### src/rtl/uart_rx.sv
// UART receiver: 2-FF synchronised, OVERSAMPLE-times oversampled 8N1-style
// decoder with 3-sample majority vote at each bit centre, a one-entry holding
// register, and framing / overrun flags.
//
// Handshake (holding register): dataReadyOUT is "valid", readIN is "ready".
// A byte transfers to the consumer on any clock edge where both are high;
// readIN while dataReadyOUT is low does nothing. dataOUT stays stable from
// one load until the next load, independent of reads.
module uart_rx #(
    parameter int DATA_BITS  = 8,
    parameter int OVERSAMPLE = 16,
    parameter int MID        = OVERSAMPLE / 2
) (
    input  logic                 baudClkX16,
    input  logic                 nResetIN,
    input  logic                 rxIN,
    input  logic                 readIN,
    output logic [DATA_BITS-1:0] dataOUT,
    output logic                 dataReadyOUT,
    output logic                 frameErrOUT,
    output logic                 overrunOUT,
    output logic                 nBusyOUT,
    output logic [2:0]           stateDbgOUT
);

    localparam int CNT_W = $clog2(OVERSAMPLE);
    localparam int BIT_W = (DATA_BITS > 1) ? $clog2(DATA_BITS) : 1;

    localparam logic [CNT_W-1:0] CNT_MID  = CNT_W'(MID);
    localparam logic [CNT_W-1:0] CNT_LAST = CNT_W'(OVERSAMPLE - 1);
    localparam logic [BIT_W-1:0] BIT_LAST = BIT_W'(DATA_BITS - 1);

    typedef enum logic [2:0] {
        IDLE  = 3'd0,
        START = 3'd1,
        DATA  = 3'd2,
        STOP  = 3'd3,
        BREAK = 3'd4
    } state_t;

    state_t               state;
    logic                 rxMeta;
    logic                 rxS;
    logic                 rxP;
    logic                 rxPP;
    logic                 vote;
    logic [CNT_W-1:0]     sampleCnt;
    logic [BIT_W-1:0]     bitCnt;
    logic [DATA_BITS-1:0] shiftReg;

    assign stateDbgOUT = state;

    // Majority of the three most recent synchronised samples; only looked at
    // when sampleCnt is MID, so it covers counts MID-2, MID-1 and MID.
    assign vote = (rxS & rxP) | (rxS & rxPP) | (rxP & rxPP);

    // Synchronizer and sample history; preset high so reset release looks idle.
    always_ff @(posedge baudClkX16 or negedge nResetIN) begin
        if (!nResetIN) begin
            rxMeta <= 1'b1;
            rxS    <= 1'b1;
            rxP    <= 1'b1;
            rxPP   <= 1'b1;
        end else begin
            rxMeta <= rxIN;
            rxS    <= rxMeta;
            rxP    <= rxS;
            rxPP   <= rxP;
        end
    end

    // Frame state machine, holding register and status flags.
    always_ff @(posedge baudClkX16 or negedge nResetIN) begin
        if (!nResetIN) begin
            state        <= IDLE;
            sampleCnt    <= '0;
            bitCnt       <= '0;
            shiftReg     <= '0;
            dataOUT      <= '0;
            dataReadyOUT <= 1'b0;
            frameErrOUT  <= 1'b0;
            overrunOUT   <= 1'b0;
            nBusyOUT     <= 1'b1;
        end else begin
            // Free-running within a frame; power-of-two width wraps by itself.
            sampleCnt <= sampleCnt + CNT_W'(1);

            // Consumer pop; a load later in this block takes precedence.
            if (readIN && dataReadyOUT) begin
                dataReadyOUT <= 1'b0;
                frameErrOUT  <= 1'b0;
                overrunOUT   <= 1'b0;
            end

            case (state)
                IDLE: begin
                    nBusyOUT <= 1'b1;
                    if (rxP && !rxS) begin
                        state     <= START;
                        sampleCnt <= '0;
                        nBusyOUT  <= 1'b0;
                    end
                end
                START: begin
                    if (sampleCnt == CNT_MID && vote) begin
                        // Line was back high at the start-bit centre: a glitch.
                        state    <= IDLE;
                        nBusyOUT <= 1'b1;
                    end else if (sampleCnt == CNT_LAST) begin
                        state  <= DATA;
                        bitCnt <= '0;
                    end
                end
                DATA: begin
                    if (sampleCnt == CNT_MID) begin
                        shiftReg <= {vote, shiftReg[DATA_BITS-1:1]};
                    end
                    if (sampleCnt == CNT_LAST) begin
                        if (bitCnt == BIT_LAST) begin
                            state <= STOP;
                        end else begin
                            bitCnt <= bitCnt + BIT_W'(1);
                        end
                    end
                end
                STOP: begin
                    if (sampleCnt == CNT_MID) begin
                        dataOUT      <= shiftReg;
                        dataReadyOUT <= 1'b1;
                        frameErrOUT  <= ~vote;
                        // Overwriting an unread byte; a same-cycle read is not an overrun.
                        if (dataReadyOUT && !readIN) begin
                            overrunOUT <= 1'b1;
                        end
                        // Leaving at mid-stop lets an early next start edge be caught.
                        state    <= vote ? IDLE : BREAK;
                        nBusyOUT <= vote;
                    end
                end
                BREAK: begin
                    // A line held low must go high before another start is accepted.
                    if (rxS) begin
                        state    <= IDLE;
                        nBusyOUT <= 1'b1;
                    end
                end
                default: begin
                    state    <= IDLE;
                    nBusyOUT <= 1'b1;
                end
            endcase
        end
    end

endmodule

### config.mk
export PLATFORM = sky130hd
export DESIGN_NAME = uart_rx
export DESIGN_NICKNAME = d
export VERILOG_FILES = /design/src/rtl/uart_rx.sv
export SDC_FILE = /design/constraint.sdc
export NUM_CORES = 1
export LEC_CHECK = 0
export BUFFER_PORTS_ARGS = -buffer_cell sky130_fd_sc_hd__buf_4
export CORE_AREA = 2 2 67 84
export DETAILED_ROUTE_END_ITERATION = 8
export DIE_AREA = 0 0 69 86
export PLACE_DENSITY_LB_ADDON = 0.25
export SLEW_MARGIN = 20
export SYNTH_ARGS = -nofsm -noshare
export SYNTH_HDL_FRONTEND = slang
export SYNTH_SLANG_ARGS = --single-unit
### constraint.sdc
create_clock -name baudClkX16 -period 1.8 [get_ports baudClkX16]
set_input_delay 0.27 -clock baudClkX16 [delete_from_list [all_inputs] [get_ports baudClkX16]]
set_output_delay 0.27 -clock baudClkX16 [all_outputs]
set_load 0.03 [all_outputs]
==> impl_metrics.ini, run 1 <==
[critical_path]
crit_chain = inv_1 -> ha_1 -> and3b_1 -> a211oi_2 -> o21ai_1 -> mux2_4
timing.critical_path.buf_inv = 1
start_kind = flip-flop
critPathTopFamily = flip-flops
worstPathRequired_ps = 1970
critical-path-max-stage-delay_ps = 390
arrival_ps = 1820
cpMaxStageDelayCell = dfrtp_1
crit_type = flip-flop to flip-flop
worstSetupEndpointType = flip-flop
cp_max_fo = 5

[pwr]
combPwrFrac = 0.299
p_switching_mw = 0.878
p_int_mw = 1.68
swShare = 0.343
irDropWorstVdd_uv = 566
clkPwrFrac = 0.269
seq_power_share = 0.432
power_density_mw_per_mm2 = 1400
cellLeakagePower_nw = 0.898

[floorplanning]
coreArea_sq_mm = 0.00508
rows = 29
fp.dieH_microns = 86
die_width_microns = 69
initial_core_util = 0.293
top_level_ports = 19
die_area_sq_mm = 0.00593

[synthesis]
synth-edff-count = 0
synthTopCellsByArea = dfrtp_1 (49%), dfstp_2 (8.8%), nand2_1 (6.8%)
synth_cell_types = 39
synth_area_sq_mm = 0.00149
ys_seq_area_frac = 0.575
synth.cells.most_frequent = dfrtp_1 (29), nand2_1 (27), mux2_2 (8), nor2_1 (8), a21oi_1 (6)
ys_warn_count = 0
synth-seq-cells = 34
yosysMostFrequentCell = dfrtp_1
avgSynthCellArea_sq_um = 11.2
synth_top_flop_cell = dfrtp_1
syn_nets = 141
yosys.area.top_type_share = 0.487
synth_area_leader_cell = dfrtp_1
synthArstFlopShare = 1.00
synthCells = 133

[grt]
use_met3 = 0.0341
grtUsageTotal = 0.109
grt_use_met2 = 0.199
grt_use_met1 = 0.115
grt_pass1_vias = 1148
grt_max_degree = 35
grt_pass1_wl_mm = 5.09
grt_overflow = 0
busiest_layer = met2
antenna_found_initial = 0

[sta]
tns_ps = 0
hold_violations = 0
period_share = 0.919
finalSetupViolCount = 0
min_period_ps = 1650
tightest_slew_ps = 474
drv_slew = 0
relSlewSlack = 0.684
hold_slack_ps = 91.4
clock.fmax_mhz = 604
fin_skew_ps = 6.91
rsz0062_at_grt = no

[detailed_routing]
drc = 0
dr.pass1.iters = 6
via_per_inst = 4.75
routedWlPerCell_microns = 13.1
drt_iter0_markers = 20
routed_wl_mm = 2.89
ant_nets = 0
via_count = 1049

[cts]
postCtsSetupBuffers = 0
cts_tree = done
cts_sinks = 34
numCtsBuffers = 5
path_clk_slew_ps = 70
cts_max_path_buffers = 2
clock_latency_ps = 280
h-tree-depth = 2
cts-root-buf = clkbuf_8

[finish]
drive_gt1_frac = 0.308
layout.nets = 166
syn2layout_area_growth_pct = 22.7
antenna_cells = 0

[placement]
place_congestion = 0.731
numPortBuffers = 18
dpl.hpwl_mm = 2.06

[run]
drv_cap = 0

[worst_hold_path]
hold_class = input pin to flip-flop

[status]
outcome = finished, final reports clean
power groups by stage:
stage | combinational [mW] | sequential (mW) | clock, mW
floorplan | 0.495 | 1.17 | 0
global placement | 0.752 | 1.11 | 0
detailed placement | 0.764 | 1.12 | 0
CTS | 0.770 | 1.10 | 0.714
global route | 0.845 | 1.14 | 0.745
finish | 0.765 | 1.11 | 0.690
worst reg2reg max path, stage by stage (launching register included):
cell      delay, ps
dfrtp_1         390
inv_1            60
ha_1            200
and3b_1         260
a211oi_2        230
o21ai_1         130
mux2_4          270
layout make-up:
| cell class | instances | area [sq um] |
|---|---|---|
| Tap cell | 62 | 77.6 |
| Fill cell | 526 | 3250 |
| Sequential cell | 34 | 857 |
| Inverter | 5 | 18.8 |
| Timing Repair Buffer | 23 | 175 |
| Clock buffer | 6 | 72.6 |
| Clock inverter | 2 | 37.5 |
| Multi-Input combinational cell | 89 | 589 |
stage by stage:
step | power (mW) | instance area (sq um) | worst slack, ps | util | std cells
2_1_floorplan | 1.66 | 1490 | 217 | - | 133
3_3_place_gp | 1.86 | 1700 | 140 | 0.334 | 212
3_5_place_dp | 1.88 | 1700 | 111 | 0.334 | 212
4_1_cts | 2.59 | 1820 | 82.7 | 0.358 | 221
5_1_grt | 2.73 | 1830 | 37.4 | 0.360 | 221
6_report | 2.56 | 1830 | 146 | 0.360 | 221
layout by cell type (no fill, tap or decap), types with 2 or more instances in the layout:
cell / count
a21oi_1: 6
a22o_1: 2
buf_4: 22
clkbuf_8: 5
dfrtp_1: 29
dfstp_2: 5
ha_1: 4
inv_1: 5
mux2_2: 8
nand2_1: 27
nand3_1: 3
nor2_1: 8
nor3b_1: 2
o21ai_0: 3
o21ai_1: 2
o22ai_1: 2
flip-flops by register name (all words and copies together) (netlist names), named ones only:
| name | cells |
|---|---|
| shiftReg | 8 |
| rxP | 1 |
| stateDbgOUT | 3 |
| sampleCnt | 4 |
| frameErrOUT | 1 |
| bitCnt | 3 |
| dataReadyOUT | 1 |
| rxS | 1 |
| dataOUT | 8 |
| rxMeta | 1 |
| nBusyOUT | 1 |
| rxPP | 1 |
layer usage:
layer  vias to the layer above  wire length, microns
met4                         0                    42
met5                         -                     0
met1                       521                  1200
met3                         5                   120
li1                        500                     -
met2                        23                  1530
cell families after synthesis:
group,share of synthesized area
AND/OR/NAND/NOR,0.173
flip-flops,0.575
AO/OA/AOI/OAI,0.0932
buffers and inverters,0.0353
multiplexers,0.0705
adder cells (fa/ha/maj),0.0411
XOR/XNOR,0.0118
path summary, 6_finish.rpt:
kind,from,endpoint,slack (ps),depth (start not counted)
setup / recovery,sampleCnt[0],bitCnt[0],150,6
hold / removal,rxIN,rxMeta,90,1
setup reg to reg,sampleCnt[0],bitCnt[0],150,6
hold reg to reg,rxMeta,rxS,360,0
max in group asynchronous,nResetIN,rxMeta,990,2
min in group asynchronous,nResetIN,stateDbgOUT[2],470,2
repair_timing:
item	4_1_cts	5_1_grt
gates resized for setup	0	1
hold buffers	1	0
endpoints found under the hold margin	29	0
endpoints found under the setup margin	0	2
No activity file was read; power rests on OpenSTA's default activity.
==> inputs of run 2 (changes only) <==
--- a/config.mk
+++ b/config.mk
@@ -6,6 +6,8 @@
 export NUM_CORES = 1
 export LEC_CHECK = 0
 export BUFFER_PORTS_ARGS = -buffer_cell sky130_fd_sc_hd__buf_4
+export CELL_PAD_IN_SITES_DETAIL_PLACEMENT = 0
+export CELL_PAD_IN_SITES_GLOBAL_PLACEMENT = 1
 export CORE_AREA = 2 2 67 84
 export DETAILED_ROUTE_END_ITERATION = 8
 export DIE_AREA = 0 0 69 86
==> run 2 against run 1 <==
Sequential power about the same. Final area decreased by 0.14%. Clock power decreased by 15%. Sequential cell count unchanged. Worst setup slack got worse by 18 ps. Via count decreased by 0.95%. Clock-buffer cell count unchanged. Critical path depth unchanged. Critical endpoint unchanged. Largest cell class unchanged. Largest power group unchanged.
==> impl_metrics.ini, run 2 (synthesis gave the netlist of run 1 again) <==
[pwr]
p_int_mw = 1.58
irDropWorstVdd_uv = 663
p_total_mw = 2.47
seq_power_share = 0.450
cellLeakagePower_nw = 0.898
clkPwrFrac = 0.237
power_density_mw_per_mm2 = 1350
combPwrFrac = 0.314
p_switching_mw = 0.885
swShare = 0.358

[grt]
antenna_found_initial = 0
grt_max_degree = 35
grt_overflow = 0
grtUsageTotal = 0.110
grt_pass1_wl_mm = 5.18
grt_pass1_vias = 1095

[cts]
cts_tree = done
h-tree-depth = 2
numCtsBuffers = 5
cts-root-buf = clkbuf_8
cts_max_path_buffers = 2
clock_latency_ps = 290
path_clk_slew_ps = 70
cts_sinks = 34

[finish]
layout.nets = 167
syn2layout_area_growth_pct = 22.5
antenna_cells = 0
layout_common_cells = dfrtp_1 (29), nand2_1 (27), buf_4 (23)
drive_gt1_frac = 0.331
stdcell_area_sq_mm = 0.00183
reg.largest.list = dataOUT: 8 flops, shiftReg: 8 flops, sampleCnt: 4 flops
mostFrequentLayoutCell = dfrtp_1

[placement]
place_congestion = 0.761
dpl.hpwl_mm = 2.07
numPortBuffers = 18
dpl-instance-area_sq_mm = 0.00170

[floorplanning]
fp.dieH_microns = 86
die_area_sq_mm = 0.00593
top_level_ports = 19
coreArea_sq_mm = 0.00508
rows = 29
die_width_microns = 69
initial_core_util = 0.293

[worst_hold_path]
whs_path_depth = 1
hold_class = input pin to flip-flop
hp-start = rxIN
hold_end = rxMeta

[sta]
tightest_slew_ps = 483
tns_ps = 0
relSlewSlack = 0.678
clock.fmax_mhz = 598
period_share = 0.929
fin_skew_ps = 5.43
drv_slew = 0
finalSetupViolCount = 0
min_period_ps = 1670
hold_violations = 0
rsz0062_at_grt = no

[critical_path]
rr_startpoint = sampleCnt[0]
crit_type = flip-flop to flip-flop
critPathTopFamily = flip-flops
rr_endpoint = bitCnt[0]
worstPathRequired_ps = 1970
crit_chain = inv_1 -> ha_1 -> and3b_2 -> a211oi_2 -> o21ai_2 -> mux2_4
arrival_ps = 1850
worstSetupEndpointType = flip-flop
start_kind = flip-flop
reg2reg_depth = 6
r2r_slack_ps = 130
cpMaxStageDelayCell = dfrtp_1
timing.critical_path.buf_inv = 1
cp_max_fo = 5
critical-path-max-stage-delay_ps = 390

[detailed_routing]
drc = 0
routedWlPerCell_microns = 13.1
ant_nets = 0
routed_wl_mm = 2.92
via_per_inst = 4.68
via_count = 1039
dr.pass1.iters = 4
drt_iter0_markers = 8

[status]
outcome = finished, final reports clean

[run]
drv_cap = 0
[run 2: changes by cell type in the layout (fill, tap and decap cells not counted)]
| cell | delta |
|---|---|
| clkbuf_1 | -1 |
| clkinv_2 | +1 |
| o21ai_2 | +1 |
| clkbuf_8 | +1 |
| and3b_1 | -1 |
| o21ai_1 | -1 |
| buf_4 | +1 |
| bufinv_16 | -1 |
| and3b_2 | +1 |
[run 2: final cells by class]
| class | instances | area [sq um] |
|---|---|---|
| fill | 532 | 3250 |
| timing repair buffer | 24 | 183 |
| tap | 62 | 77.6 |
| multi-input combinational | 89 | 594 |
| clock inverter | 2 | 12.5 |
| sequential | 34 | 857 |
| clock buffer | 6 | 82.6 |
| inverter | 5 | 18.8 |
[run 2: worst max-delay path by stage]
stage	from	end	slack (ps)	cells past startpoint
final	sampleCnt[0]	bitCnt[0]	130	6
after global routing	sampleCnt[0]	bitCnt[0]	50	6
after CTS	sampleCnt[0]	shiftReg[1]	60	5
after detailed placement	sampleCnt[0]	shiftReg[1]	70	5
after global placement	sampleCnt[0]	stateDbgOUT[2]	120	6
after floorplan	sampleCnt[0]	bitCnt[0]	220	7
[run 2: layer usage]
layer  global-route usage  vias up  routed length, microns  part of all wire
met5                    0        -                       0                 0
met4               0.0428        0                      55             0.019
met3               0.0306        6                     111             0.038
met2                0.193       16                    1430              0.49
met1                0.126      511                    1320              0.45
li1                     -      506                       -                 -
[run 2: worst register-to-register path, stage by stage (launching register included)]
cell      delay, ps
dfrtp_1         390
inv_1            60
ha_1            210
and3b_2         270
a211oi_2        260
o21ai_2         110
mux2_4          270
[run 2: repair_timing]
item                                   4_1_cts  5_1_grt
gates resized for setup                      0        3
endpoints found under the hold margin       29        0
buffers inserted                             0        1
setup endpoints to repair                    0       18
hold buffers                                 1        0
[run 2: per-stage QoR]
| stage | utilization | std cells | hold WS (ps) | setup slack, ps |
|---|---|---|---|---|
| finish | 0.359 | 222 | 85.1 | 127 |
| global route | 0.359 | 222 | 73.2 | 47.6 |
| CTS | 0.355 | 221 | 78.4 | 60.5 |
| detailed placement | 0.334 | 212 | 245 | 72.0 |
| global placement | 0.334 | 212 | 233 | 116 |
| floorplan | - | 133 | -25.6 | 217 |
[run 2: power groups by stage]
stage / clock network [mW] / logic (mW) / registers, mW
2_1_floorplan: 0 / 0.495 / 1.17
3_3_place_gp: 0 / 0.747 / 1.11
6_report: 0.584 / 0.774 / 1.11
4_1_cts: 0.607 / 0.770 / 1.10
5_1_grt: 0.641 / 0.873 / 1.14
3_5_place_dp: 0 / 0.762 / 1.12
